[src/rtl/dem_dwa_scrambler_pkg.sv]
// Shared constants and N_ELEM-generic helpers for the DEM scrambler.
// Helpers work on 32-bit vectors (the largest supported N_ELEM); callers zero-extend.
package dem_dwa_scrambler_pkg;

  localparam logic [1:0] DEM_MODE_BYP = 2'd0;
  localparam logic [1:0] DEM_MODE_DWA = 2'd1;
  localparam logic [1:0] DEM_MODE_RND = 2'd2;

  // Right-shifting Fibonacci form of taps 16,14,13,11 (feedback from bits 0,2,3,5).
  localparam logic [15:0] DEM_LFSR_TAPS = 16'h002D;

  function automatic logic [5:0] popcount32(input logic [31:0] v);
    logic [5:0] cnt;
    cnt = '0;
    for (int i = 0; i < 32; i++) begin
      cnt = cnt + 6'(v[i]);
    end
    return cnt;
  endfunction

  // Rotate the low n bits of v left by r; bits at or above n come out zero.
  function automatic logic [31:0] rotl32(input logic [31:0] v, input logic [4:0] r,
                                         input int n);
    logic [31:0] res;
    logic [4:0]  idx;
    res = '0;
    for (int i = 0; i < 32; i++) begin
      if (i < n) begin
        idx      = 5'((i + int'(r)) % n);
        res[idx] = v[i];
      end
    end
    return res;
  endfunction

endpackage

[src/rtl/dem_dwa_scrambler_lane.sv]
// One DEM leg: pointer register plus thermometer-rotate / rotl / pass-through mux.
// Operates on an active-high vector; the negative leg is fed ~xbar by the top level.
module dem_dwa_scrambler_lane
  import dem_dwa_scrambler_pkg::*;
#(
  parameter int N_ELEM = 8,
  parameter int PTR_W  = $clog2(N_ELEM)
) (
  input  logic              dem_clk,
  input  logic              reset_n,
  input  logic              en,
  input  logic              dwa_sel,
  input  logic              rnd_sel,
  input  logic              dith,
  input  logic [PTR_W-1:0]  rot,
  input  logic [N_ELEM-1:0] v,
  output logic [N_ELEM-1:0] out,
  output logic [PTR_W-1:0]  ptr
);

  logic [31:0]       v32;
  logic [31:0]       therm32;
  logic [31:0]       dwa32;
  logic [31:0]       rot32;
  logic [5:0]        cnt;
  logic [PTR_W:0]    k;
  logic [N_ELEM-1:0] out_nxt;

  always_comb begin
    v32               = '0;
    v32[N_ELEM-1:0]   = v;
    cnt               = popcount32(v32);
    k                 = cnt[PTR_W:0];
    therm32           = '0;
    for (int i = 0; i < N_ELEM; i++) begin
      therm32[i] = (i < int'(k));
    end
    dwa32 = rotl32(therm32, 5'(ptr), N_ELEM);
    rot32 = rotl32(v32, 5'(rot), N_ELEM);
    if (dwa_sel)      out_nxt = dwa32[N_ELEM-1:0];
    else if (rnd_sel) out_nxt = rot32[N_ELEM-1:0];
    else              out_nxt = v;
  end

  // k == N_ELEM truncates to zero, so a full-scale sample leaves the pointer in place.
  always_ff @(posedge dem_clk or negedge reset_n) begin
    if (!reset_n) begin
      out <= '0;
      ptr <= '0;
    end else if (en) begin
      out <= out_nxt;
      if (dwa_sel) ptr <= ptr + k[PTR_W-1:0] + PTR_W'(dith);
    end
  end

endmodule

[src/rtl/dem_dwa_scrambler.sv]
// DEM stage top: LFSR, mode decode and two scrambler legs (x and inverted xbar).
// Optional build macro DEM_DITHER_EN adds lfsr[0] to both DWA pointer updates.
module dem_dwa_scrambler
  import dem_dwa_scrambler_pkg::*;
#(
  parameter int              N_ELEM    = 8,
  parameter int              PTR_W     = $clog2(N_ELEM),
  parameter int              LFSR_W    = 16,
  parameter logic [LFSR_W-1:0] LFSR_SEED = 16'hACE1
) (
  input  logic              dem_clk,
  input  logic              reset_n,
  input  logic              en,
  input  logic [1:0]        mode,
  input  logic [N_ELEM-1:0] x,
  input  logic [N_ELEM-1:0] xbar,
  output logic [N_ELEM-1:0] y,
  output logic [N_ELEM-1:0] ybar,
  output logic [PTR_W-1:0]  ptr_p,
  output logic [PTR_W-1:0]  ptr_n
);

  logic [LFSR_W-1:0] lfsr;
  logic              lfsr_fb;
  logic              dwa_sel;
  logic              rnd_sel;
  logic              dith;
  logic [N_ELEM-1:0] n_out;

  assign dwa_sel = (mode == DEM_MODE_DWA);
  assign rnd_sel = (mode == DEM_MODE_RND);
  assign lfsr_fb = ^(lfsr & LFSR_W'(DEM_LFSR_TAPS));

`ifdef DEM_DITHER_EN
  assign dith = lfsr[0];
`else
  assign dith = 1'b0;
`endif

  always_ff @(posedge dem_clk or negedge reset_n) begin
    if (!reset_n)  lfsr <= LFSR_SEED;
    else if (en)   lfsr <= {lfsr_fb, lfsr[LFSR_W-1:1]};
  end

  dem_dwa_scrambler_lane #(.N_ELEM(N_ELEM), .PTR_W(PTR_W)) u_lane_p (
    .dem_clk (dem_clk),
    .reset_n (reset_n),
    .en      (en),
    .dwa_sel (dwa_sel),
    .rnd_sel (rnd_sel),
    .dith    (dith),
    .rot     (lfsr[PTR_W-1:0]),
    .v       (x),
    .out     (y),
    .ptr     (ptr_p)
  );

  // Negative leg works in active-high terms; inverting back gives ybar all ones at reset.
  dem_dwa_scrambler_lane #(.N_ELEM(N_ELEM), .PTR_W(PTR_W)) u_lane_n (
    .dem_clk (dem_clk),
    .reset_n (reset_n),
    .en      (en),
    .dwa_sel (dwa_sel),
    .rnd_sel (rnd_sel),
    .dith    (dith),
    .rot     (lfsr[PTR_W-1:0]),
    .v       (~xbar),
    .out     (n_out),
    .ptr     (ptr_n)
  );

  assign ybar = ~n_out;

endmodule

[config.mk]
export PLATFORM = sky130hd
export DESIGN_NAME = dem_dwa_scrambler
export DESIGN_NICKNAME = d
export VERILOG_FILES = /design/src/rtl/dem_dwa_scrambler_pkg.sv /design/src/rtl/dem_dwa_scrambler_lane.sv /design/src/rtl/dem_dwa_scrambler.sv
export SDC_FILE = /design/constraint.sdc
export NUM_CORES = 1
export LEC_CHECK = 0
export BUFFER_PORTS_ARGS = -buffer_cell sky130_fd_sc_hd__buf_2
export CAP_MARGIN = 40
export CORE_MARGIN = 2
export CORE_UTILIZATION = 62
export CTS_CLUSTER_SIZE = 20
export DETAILED_ROUTE_END_ITERATION = 16
export PLACE_DENSITY = 0.82
export SYNTH_ARGS = -nofsm -noshare
export SYNTH_HDL_FRONTEND = slang
export SYNTH_SLANG_ARGS = --single-unit
[constraint.sdc]
create_clock -name dem_clk -period 3.6 [get_ports dem_clk]
set_clock_uncertainty 0.15 [all_clocks]
set_input_delay 0.36 -clock dem_clk [delete_from_list [all_inputs] [get_ports dem_clk]]
set_output_delay 0.36 -clock dem_clk [all_outputs]
set_load 0.01 [all_outputs]
==> results.md <==
* Synth cell types at 70
* Die height at 96.4 µm
* Post-synthesis simple-gate area fraction at 0.214
* Register area share after synthesis at 0.182
* Max transition margin at 0.418
* Final Max Tran Viols at 0
* Area share of fa/ha/maj cells after synthesis at 0.0729
* Layout area overhead at 26.7%
* Crit Path Class: in -> reg
* DR iter-0 viols at 1,003
* Final RePlAce weighted congestion at 1.07
* Die width at 96.4 µm
* Crit path capture type: flip-flop
* Root Driver: clkbuf_8
* Failing checks: setup timing
* Mux contribution to synthesized area at 0.0457
* Comb pwr share at 0.798
* Crit-path slowest cell: fa_1
* Ant diodes at 0
* Leakage at 0.00270 µW
* Final instance area at 6700 µm²
* Total grt overflow at 0
* Reg2reg start: u_lane_p.ptr[1]
* Vias/cell at 7.55
* PnR worst setup slack at -0.239 ns
* WL per Instance at 23.3 µm
* Full die area at 9290 µm²
* Max IR drop VDD at 0.000763 V
* Cell Int Power at 2970 µW
* Max cap viols at 0
* Dpl hpwl at 14,300 µm
* Top cells by area, synth: dfrtp_1, o21ai_0, nand2_1
* Crit-path max cell delay at 0.47 ns
* Post-Layout Cell Count at 922
* DRC Markers at 0
* Syn Nets at 774
* GRT Overall Usage at 0.440
* Antenna violations before repair at 0
* H-Tree Depth at 2
* Syn avg cell area at 7.25 µm²
* Compound-Gate Fraction of Synth Area at 0.369
* Sw frac at 0.558
* Synth Register Bits at 38
* Pwr per Cell Area at 1000 nW/µm²
* Number of core rows at 33
* Clock Path Buffers at 2
* Setup violation total in the final timing report at 16
* Setup WS pre-CTS at -0.689 ns
* Pre-antenna DRT Iters at 7
* Clock buffer count from CTS at 5
* Yosys top cell area share at 0.142
* Yosys warning count at 0
* Cells after Synth at 729
* Critical Path Start: xbar[1]
* Pin count of the biggest net entering global routing at 45
* Max Freq at 260 MHz
* Crit start category: input port
* Final ANT Viol Nets at 0
* Buf+Inv Stages, Crit Path at 3
* Final Critical Period at 3.84 ns
* Top cell family by delay on the critical path: adder cells
* Final Hold Fails at 0
* Crit Path Max Fanout at 5
* Clock-pin slew on the worst setup and hold paths at 0.09 ns
* Critical-path cell list: buf_8, clkinvlp_4, ha_4, fa_1, fa_1, fa_2, fa_2, buf_6, a221oi_2, o21ai_0, o21ai_0, o221ai_1, a221o_1
* PortBufs at 42
* Worst hold path type: in -> async
* Final period util at 1.07
* Most frequent cells in the layout: nand2_1, buf_4, nor2_1, o21ai_0, a21oi_1
* CTS Sinks at 38
* Commonest non-fill, non-tap cell in the layout: nand2_1
* Sequential power share at 0.132
* Asr flop ratio synth at 1.00
* Nets at 861
* Crit path DAT at 3.88 ns
* Vias in the first global route at 6,176
* Final Core Density at 0.811
* Switching Power at 3740 µW
* Result of the run: finished with violations
* Placed instance count at 896
* CTS tree: done
* Area leader, netlist: dfrtp_1
* CP Data Required Time at 3.64 ns
* Core Box Area at 8260 µm²
* Total number of vias at 6,962
* I/O Pins at 43
* Starting Density at 0.640
* WL final at 21,500 µm
* Main combinational cell family by area after synthesis: compound AO/OA/AOI/OAI gates
* RSZ-0062 raised after global routing: yes
* Share of post-route cells with drive strength above 1 at 0.300
* Post-synthesis cell area at 5290 µm²
* Post-Synth XOR/XNOR Area at 0.0454
* First-pass GRT wire length at 31,700 µm
* Most used DFF post-synth: dfrtp_1
* Number of enable flip-flop cells after synthesis at 0
* Worst skew pair latency at 0.31 ns
* Clk pwr share at 0.070
* Slew of the pin with the lowest slew margin at 0.866 ns
* Post-Place Cell Area at 6090 µm²
state kept, by name, summed over array words and instances (netlist names):
name,count
lfsr,16
u_lane_n.out,8
u_lane_n.ptr,3
u_lane_p.out,8
u_lane_p.ptr,3
cells in the mapped netlist, types with 10 or more instances:
cell type,n
nor3_1,20
inv_1,36
o22ai_1,20
a22oi_1,15
o21ai_0,67
a221oi_1,18
nor2b_1,18
nand2b_1,12
fa_1,10
clkbuf_1,31
a211oi_1,11
nor2_1,62
nand2_1,77
nand3_1,24
ha_1,14
buf_2,17
mux2_2,17
dfrtp_1,30
xor2_1,12
a21oi_1,47
final cells by class:
class                           instances  area, µm²
Clock buffer                            5       68.8
Clock inverter                          3       68.8
Fill cell                             546       1560
Inverter                               37        145
Multi-Input combinational cell        599       4310
Sequential cell                        38        961
Tap cell                              105        131
Timing Repair Buffer                  135       1010
logic make-up after synthesis:
| family | after synthesis |
|---|---|
| xor+xnor | 24 |
| buf+inv | 92 |
| simple gates | 243 |
| compound gates | 285 |
| fa+ha+maj | 25 |
| mux | 22 |
| flops | 38 |
power groups by stage:
stage / logic [µW] / registers [µW] / clock network [µW]
after floorplan: 3240 / 795 / 0
after global placement: 4370 / 862 / 0
after detailed placement: 4490 / 875 / 0
after CTS: 4740 / 868 / 466
after global routing: 5630 / 906 / 492
final: 5350 / 886 / 471
path summary, 6_finish.rpt:
kind / end / cells after the start / slack (ns)
setup reg to reg: u_lane_p.out[0] / 8 / 0.35
hold / removal: u_lane_p.ptr[1] / 2 / 0.25
max in group asynchronous: lfsr[15] / 3 / 2.58
min in group dem_clk: u_lane_p.out[5] / 3 / 0.32
setup / recovery: u_lane_n.out[0] / 13 / -0.24
hold reg to reg: lfsr[11] / 1 / 0.37
per-stage QoR:
step                hold slack, ns  setup TNS (ns)  total power (µW)
floorplan                  -0.0856           -3.74              4030
global placement             0.331           -8.50              5230
detailed placement          0.0208          -10.48              5360
CTS                          0.235           -1.21              6070
global route                 0.282           -3.52              7030
finish                       0.254           -2.08              6710
worst reg2reg max path, stage by stage (launching register included):
cell and delay (ns):
dfrtp_1 0.62, inv_1 0.28, ha_1 0.35, xnor2_1 0.71, nand3_1 0.35, nand2_1 0.17, a22oi_2 0.09, a311oi_2 0.34
a211oi_1 0.08
metal layers:
metal  track usage  vias to the layer above  wire length, µm
met2         0.698                      692             9430
met3        0.0955                      199             2990
met4         0.224                        0             1530
li1              -                     2924                -
met5             0                        -                0
met1         0.563                     3147             7580
repair_timing:
action | in CTS | in global routing
pin swaps | 31 | 30
gates resized for setup | 45 | 46
hold buffers | 1 | 0
endpoints found under the setup margin | 19 | 18
endpoints found under the hold margin | 30 | 0
setup buffers | 13 | 4
Power figures use the tool's default switching activity.
